<file path="config.mk">
export PLATFORM = sky130hd
export DESIGN_NAME = vga_frame_arbiter
export DESIGN_NICKNAME = d
export VERILOG_FILES = /design/src/rtl/vga_pkg.sv /design/src/rtl/vga_fb_addr.sv /design/src/rtl/vga_frame_arbiter.sv
export SDC_FILE = /design/constraint.sdc
export NUM_CORES = 1
export LEC_CHECK = 0
export ABC_AREA = 1
export CAP_MARGIN = 20
export CORE_AREA = 2 2 81 83
export DETAILED_ROUTE_END_ITERATION = 10
export DIE_AREA = 0 0 83 85
export PLACE_DENSITY = 0.85
export SETUP_SLACK_MARGIN = 0.4
export SLEW_MARGIN = 5
export SYNTH_ARGS = -nofsm -noshare
export SYNTH_HDL_FRONTEND = slang
export SYNTH_HIERARCHICAL = 1
export SYNTH_SLANG_ARGS = --single-unit
</file>
<file path="constraint.sdc">
create_clock -name vga_CLK -period 2.7 [get_ports vga_CLK]
set_clock_uncertainty 0.15 [all_clocks]
set_input_delay 0.27 -clock vga_CLK [delete_from_list [all_inputs] [get_ports vga_CLK]]
set_output_delay 0.27 -clock vga_CLK [all_outputs]
set_load 0.05 [all_outputs]
</file>
<file path="src/rtl/vga_pkg.sv">
// Shared constants, FSM state encoding and pixel/address types
// for the frame RAM arbiter and other VGA_Sync users.
package vga_pkg;

    localparam int FB_ADDR_W = 15;
    localparam int PIX_W     = 8;
    localparam int FB_COLS   = 160;
    localparam int H_VIS_ORG = 144;
    localparam int V_VIS_ORG = 34;
    localparam int BURST_MAX = 8;

    typedef enum logic [1:0] {
        IDLE,
        DISP,
        WR0,
        WR1
    } arb_state_t;

    typedef logic [FB_ADDR_W-1:0] fb_addr_t;
    typedef logic [PIX_W-1:0]     pixel_t;

endpackage

</file>
<file path="src/rtl/vga_fb_addr.sv">
// Maps the VGA scan position to a frame buffer read address:
// 4x4 upscale, addr = row*FB_W + col, truncated to ADDR_W.
module vga_fb_addr
    import vga_pkg::*;
#(
    parameter int ADDR_W = FB_ADDR_W,
    parameter int FB_W   = FB_COLS,
    parameter int H_ORG  = H_VIS_ORG,
    parameter int V_ORG  = V_VIS_ORG
) (
    input  logic [9:0]        pos_H,
    input  logic [9:0]        pos_V,
    output logic [ADDR_W-1:0] rd_addr
);

    logic [9:0]        dh;
    logic [9:0]        dv;
    logic [ADDR_W-1:0] col;
    logic [ADDR_W-1:0] row;

    assign dh  = pos_H - 10'(H_ORG);
    assign dv  = pos_V - 10'(V_ORG);
    assign col = ADDR_W'(dh >> 2);
    assign row = ADDR_W'(dv >> 2);

    // 160 = 128 + 32, so the row product is two shifts and an add
    generate
        if (FB_W == 160) begin : g_shift
            assign rd_addr = (row << 7) + (row << 5) + col;
        end else begin : g_mul
            assign rd_addr = row * ADDR_W'(FB_W) + col;
        end
    endgenerate

endmodule

</file>
<file path="src/rtl/vga_frame_arbiter.sv">
// Single-port frame RAM arbiter: scanout owns the port while
// vga_Ready, two writers share blanking round-robin in bursts.
module vga_frame_arbiter
    import vga_pkg::*;
#(
    parameter int ADDR_W    = FB_ADDR_W,
    parameter int DATA_W    = PIX_W,
    parameter int FB_W      = FB_COLS,
    parameter int H_ORG     = H_VIS_ORG,
    parameter int V_ORG     = V_VIS_ORG,
    parameter int MAX_BURST = BURST_MAX
) (
    input  logic              vga_CLK,
    input  logic              vga_RST_n,
    input  logic [9:0]        pos_H,
    input  logic [9:0]        pos_V,
    input  logic              vga_Ready,
    input  logic [1:0]        wr_req,
    input  logic [ADDR_W-1:0] wr_addr0,
    input  logic [ADDR_W-1:0] wr_addr1,
    input  logic [DATA_W-1:0] wr_data0,
    input  logic [DATA_W-1:0] wr_data1,
    output logic [1:0]        wr_gnt,
    output logic [ADDR_W-1:0] mem_addr,
    output logic [DATA_W-1:0] mem_wdata,
    output logic              mem_we,
    input  logic [DATA_W-1:0] mem_rdata,
    output logic [DATA_W-1:0] pix_data,
    output logic              frame_start
);

    localparam int CW = (MAX_BURST > 2) ? $clog2(MAX_BURST) : 1;
    localparam logic [CW-1:0] LAST_CNT = CW'(MAX_BURST - 2);

    arb_state_t        state;
    arb_state_t        state_nxt;
    logic              last_owner;
    logic              last_nxt;
    logic [CW-1:0]     burst_cnt;
    logic [CW-1:0]     cnt_nxt;
    logic              beat;
    logic              sel;
    logic              vis_d;
    logic [ADDR_W-1:0] rd_addr;

    vga_fb_addr #(
        .ADDR_W (ADDR_W),
        .FB_W   (FB_W),
        .H_ORG  (H_ORG),
        .V_ORG  (V_ORG)
    ) u_fb_addr (
        .pos_H   (pos_H),
        .pos_V   (pos_V),
        .rd_addr (rd_addr)
    );

    // Arbitration state, round-robin pointer and burst counter
    always_ff @(posedge vga_CLK or negedge vga_RST_n) begin
        if (!vga_RST_n) begin
            state      <= IDLE;
            last_owner <= 1'b1;
            burst_cnt  <= '0;
        end else begin
            state      <= state_nxt;
            last_owner <= last_nxt;
            burst_cnt  <= cnt_nxt;
        end
    end

    // Next state and port mux; scanout always wins when visible.
    // A blank cycle in DISP arbitrates like IDLE so a preempted
    // writer resumes on the first blank cycle.
    always_comb begin
        state_nxt = state;
        last_nxt  = last_owner;
        cnt_nxt   = burst_cnt;
        beat      = 1'b0;
        sel       = 1'b0;
        wr_gnt    = 2'b00;
        mem_we    = 1'b0;
        mem_addr  = '0;
        mem_wdata = '0;
        if (vga_RST_n) begin
            if (vga_Ready) begin
                mem_addr  = rd_addr;
                state_nxt = DISP;
                if (state == WR0 || state == WR1) begin
                    last_nxt = (state == WR1);
                end
            end else begin
                unique case (state)
                    IDLE, DISP: begin
                        state_nxt = IDLE;
                        if (|wr_req) begin
                            sel = wr_req[~last_owner] ?
                                  ~last_owner : last_owner;
                            beat      = 1'b1;
                            cnt_nxt   = '0;
                            state_nxt = sel ? WR1 : WR0;
                        end
                    end
                    WR0, WR1: begin
                        sel = (state == WR1);
                        if (wr_req[sel]) begin
                            beat    = 1'b1;
                            cnt_nxt = burst_cnt + CW'(1);
                            if (burst_cnt == LAST_CNT) begin
                                state_nxt = IDLE;
                                last_nxt  = sel;
                            end
                        end else begin
                            state_nxt = IDLE;
                            last_nxt  = sel;
                        end
                    end
                endcase
            end
            if (beat) begin
                wr_gnt    = sel ? 2'b10 : 2'b01;
                mem_we    = 1'b1;
                mem_addr  = sel ? wr_addr1 : wr_addr0;
                mem_wdata = sel ? wr_data1 : wr_data0;
            end
        end
    end

    // Pixel pipeline: RAM read latency plus one output register
    always_ff @(posedge vga_CLK or negedge vga_RST_n) begin
        if (!vga_RST_n) begin
            vis_d    <= 1'b0;
            pix_data <= '0;
        end else begin
            vis_d    <= vga_Ready;
            pix_data <= vis_d ? mem_rdata : '0;
        end
    end

    // One-cycle pulse at the scan origin, independent of arbitration
    always_ff @(posedge vga_CLK or negedge vga_RST_n) begin
        if (!vga_RST_n) begin
            frame_start <= 1'b0;
        end else begin
            frame_start <= (pos_H == 10'd0) && (pos_V == 10'd0);
        end
    end

endmodule

</file>
# Yosys cells after proc, flatten, opt, wreduce, memory -nomap -nowiden
# Cells that the tools add are included.
# Widths: inputs -> output; s select.
# totals
register_bits,16
input_bits,79
output_inout_bits,35
word_cells,77
# op_classes
add_sub_neg,5
n_lt_le_gt_ge,2
eq_ne,9
muxes,41
bitwise,2
reduce_logical,12
# ops
operator,count
$mux 15,4
$mux 8,4
$logic_not 10->1,2
$mux 1,20
$add 15x13->15,1
$add 15x8->15,1
$mux 2,7
$sub 10x6->10 const B,1
$sub 10x8->10 const B,1
$reduce_and 4->1,2
$mux 3,2
$pmux 3 s2,1
$reduce_or 2->1,3
$eq 2x2->1 const B,2
$lt 1x2->1 const B,2
$ne 2x2->1 const B,2
$ne 4x4->1 const B,1
$pmux 1 s2,2
$pmux 2 s2,1
$add 3x1->3 const B,1
$eq 3x3->1 const B,1
$ne 3x2->1 const B,1
$eq 2x1->1 const B,1
$logic_not 2->1,1
6 further kinds,7

# Depth between registers and ports, before layout
# Gate-level depths: netlist of run 1.
# logic_depth
word_depth,11
depth_mapped,18
mapped_depth_nobuf,18

# By module
# The synthesis of run 1 kept the hierarchy.
# modules_own_cells
mod,n_inst,cells_per_inst,area_per_inst_um2,seq_area_each_um2
vga_frame_arbiter,1,211,1386.3,401.6
vga_fb_addr,1,122,750.7,0.0

# Worst setup path before layout of run 1
# OpenSTA, ideal clock, no wires.
# synth_timing
kind,input-to-output
startpoint,input port pos_H[4]
endpoint,output port mem_addr[14]
t_arrival_ps,2984
t_required_ps,2280
setup_slack_ps,-704
cell_stages,17
path_buffers,0
path_cell_list,inv_1 -> ha_1 -> inv_1 -> o21ai_0 -> xor2_1 -> ha_1 -> ha_1 -> fa_1 -> nand3_1 -> nand2_1 -> nand2_1 -> nand2_1 -> inv_1 -> nand2_1 -> nand2_1 -> nand2_1 -> a21oi_1
# synth_between
elab_chain_len,5
# synth_rtl
item,line_no,rtl
"start, declared",vga_frame_arbiter.sv:15,"input logic [9:0] pos_H,"
$sub 10x8->10,vga_fb_addr.sv:21,assign dh = pos_H - 10'(H_ORG);
$add 15x8->15,vga_fb_addr.sv:29,assign rd_addr = (row << 7) + (row << 5) + col;
named net rd_addr[14],vga_frame_arbiter.sv:44,logic [ADDR_W-1:0] rd_addr;
$mux 15,vga_frame_arbiter.sv:84,if (vga_Ready) begin
$mux 15,vga_frame_arbiter.sv:118,if (beat) begin
$mux 15,vga_frame_arbiter.sv:83,if (vga_RST_n) begin
"end, declared",vga_frame_arbiter.sv:24,"output logic [ADDR_W-1:0] mem_addr,"
# The timed path passes the listed nets, and every way through them passes these cells.

# Worst setup path in the final report of run 1
# layout_timing
startpoint,input port pos_H[5]
endpoint,output port mem_addr[14]
# Same word-level chain as after synthesis.

==> results.py, run 1 <==
metrics = {
    "setup_path": {
        "crit_end": "mem_addr[14]",
        "arrival_ns": 2.55,
        "r2r-start": "state[1]",
        "endpoint_kind": "primary output",
        "critPathKind": "input pin to primary output",
        "startpoint_type": "input pin",
        "startpoint": "pos_H[5]",
        "path_max_fanout": 3,
        "timing.rr.end": "burst_cnt[0]",
        "reg2reg_depth": 9,
        "worstPathRequired_ns": 2.28,
        "rrSetupSlack_ns": 1.00,
    },
    "timing": {
        "fmax_mhz": 336,
        "setup_viol": 7,
        "final.period_utilization_pct": 110,
        "finalMaxSlewViolations": 0,
        "period_needed_ns": 2.97,
        "setup_ws_ns": -0.273,
        "worst-slew-pin-transition_ns": 0.516,
        "hold_violations": 0,
        "slew-limit-headroom_pct": 65.5,
        "grt_setup_unrepaired": "true",
        "final.setup.tns_ns": -1.25,
    },
    "die": {
        "dieWidth_um": 83,
        "dieArea_um2": 7060,
        "dieHeight_um": 85,
        "boundaryPins": 114,
        "initial_utilization_pct": 34.4,
        "fp-row-count": 29,
        "core_um2": 6200,
    },
    "synth": {
        "synth_top_area_share_pct": 24.1,
        "synth.yosys.seq_area_share_pct": 18.8,
        "synthTopCellsByArea": "nand2_1, dfrtp_1, ha_1",
        "synth_largest_area_cell": "nand2_1",
        "syn_nets": 433,
        "syn_area_um2": 2140,
        "synth-seq-cells": 16,
        "post-synth-top-count-cell": "nand2_1",
        "synth.distinct_cells": 33,
        "yosys-top-cells-count": "nand2_1, inv_1, nand3_1",
        "avgSynthCellArea_um2": 6.42,
        "synthFlopType": "dfrtp_1",
        "synth_edf_count": 0,
        "yosys_warnings": 6,
        "async_flop_share_pct": 100,
        "syn_inst": 333,
    },
    "drt": {
        "firstDrtPassIters": 5,
        "drc": 0,
        "drt_iter0_markers": 124,
        "wl_per_cell_um": 14.0,
        "wl_mm": 7.90,
        "viasPerCell": 4.91,
        "via_count": 2762,
        "ant_nets": 0,
    },
    "final_layout": {
        "diodes": 0,
        "final_cells": 563,
        "drive_above_1_share_pct": 37.0,
        "nets": 587,
        "synthToLayoutAreaGrowth_pct": 108,
        "nFillCells": 480,
        "utilization_pct": 71.5,
    },
    "place": {
        "port_buffers": 113,
        "place_congestion": 0.799,
        "post-place-cells": 540,
        "dp_hpwl_mm": 5.99,
    },
    "run_status": {
        "outcome": "finished with violations",
        "violations": "setup timing",
    },
    "cts": {
        "cts_buffers": 3,
        "clk_latency_ns": 0.25,
        "clk_path_buf_depth": 2,
        "htree_levels": 1,
        "tritoncts": "yes",
        "cts_root_buffer": "clkbuf_8",
        "clk_pin_slew_ns": 0.07,
        "numClockSinks": 16,
        "cts_hold_buf": 0,
    },
    "global_routing": {
        "overflow": 0,
        "grt_pass1_wl_mm": 12.4,
        "track_usage_pct": 21.0,
        "grt_max_degree": 21,
        "antenna_found_initial": 0,
        "grt_pass1_vias": 2719,
    },
    "pwr": {
        "ir_drop_v": 0.000282,
        "p_total_mw": 2.04,
        "power.density_nw_per_um2": 459,
        "p_leak_nw": 2.15,
    },
    "job": {
        "maxCapViolCount": 0,
    },
    "worst_hold_path": {
        "hold_path_class": "input pin to flip-flop",
    },
}
## kinds of logic (layout without fill, tap and decap cells)
| kind of cell | Yosys count | count (layout) | share of synthesized area [%] |
|---|---|---|---|
| compound gates | 26 | 26 | 6.56 |
| xor+xnor | 13 | 13 | 5.33 |
| fa+ha+maj | 21 | 21 | 13.0 |
| buf+inv | 55 | 204 | 11.6 |
| flops | 16 | 16 | 18.8 |
| simple gates | 202 | 206 | 44.7 |
## final cells by class
class | instances | area, um^2 | area share [%]
tap | 77 | 96.3 | 2.17
sequential | 16 | 403 | 9.08
inverter | 44 | 178 | 4.00
multi-input combinational | 266 | 1980 | 44.6
clock buffer | 4 | 55.1 | 1.24
timing repair buffer | 156 | 1730 | 38.9
## flip-flops by register name, indices dropped and copies added, names as in the netlist
register / flops
frame_start: 1
pix_data: 8
state: 2
last_owner: 1
burst_cnt: 3
vis_d: 1
## timing repair
| action | in CTS | in global routing |
|---|---|---|
| hold endpoints to repair | 0 | 0 |
| cloned | 1 | 3 |
| resized for setup | 72 | 28 |
| endpoints found under the setup margin | 23 | 24 |
| setup buffers | 7 | 8 |
| pin swaps | 20 | 25 |
## worst max-delay path: stages
cell and delay, ns:
buf_8 0.11, inv_4 0.05, ha_4 0.13, inv_2 0.03
o21ai_2 0.11, xor2_1 0.15, ha_1 0.28, ha_4 0.18
fa_2 0.41, nand3_2 0.10, nand2_4 0.06, nand2_1 0.06
nand2_1 0.07, inv_1 0.07, nand2_1 0.05, nand2_1 0.08
nand2_2 0.07, a21oi_4 0.15, buf_12 0.15
## through the flow
step / hold WS (ns) / instance area [um^2] / setup slack (ns)
2_1_floorplan: -0.176 / 2350 / -0.0712
3_3_place_gp: 0.331 / 3970 / -0.674
3_5_place_dp: 0.354 / 3970 / -0.769
4_1_cts: 0.112 / 4240 / -0.298
5_1_grt: 0.110 / 4440 / -0.399
6_report: 0.110 / 4440 / -0.273
## report_power, final
group          switching [mW]  internal, mW
clock                  0.0912         0.129
sequential             0.0337         0.275
combinational           0.810         0.699
total                   0.935          1.10
## cell usage in the layout (no fill, tap or decap), types with 8 or more instances in the layout
cell type / count
nand2_1: 118
clkdlybuf4s50_1: 70
buf_4: 39
inv_1: 31
nand2_2: 26
buf_12: 26
nand3_1: 25
dfrtp_1: 14
ha_4: 11
inv_2: 9
a21oi_1: 8
ha_1: 8
## metal layers
metal  global-route usage [%]  wire length (um)  vias up
li1                         -                 -     1356
met1                     23.7              3070     1288
met2                     41.6              4330      104
met3                     3.11               379       14
met4                     4.02               124        0
met5                        0                 0        -
## worst min-delay path by stage
stage | end | from | cells after the start
after floorplan | burst_cnt[0] | vga_RST_n | 0
after global placement | last_owner | last_owner | 2
after detailed placement | last_owner | last_owner | 2
after CTS | frame_start | pos_H[4] | 4
after global routing | frame_start | pos_H[4] | 4
final | frame_start | pos_H[4] | 4
Note: power is estimated with default switching activity, not from simulation.
==> inputs of run 2 (changes only) <==
--- a/config.mk
+++ b/config.mk
@@ -6,6 +6,7 @@
 export NUM_CORES = 1
 export LEC_CHECK = 0
 export ABC_AREA = 1
+export ABC_CLOCK_PERIOD_IN_PS = 2700
 export CAP_MARGIN = 20
 export CORE_AREA = 2 2 81 83
 export DETAILED_ROUTE_END_ITERATION = 10
==> results of run 2 <==
No change in the layout: final DEF, timing and power equal those of run 1.
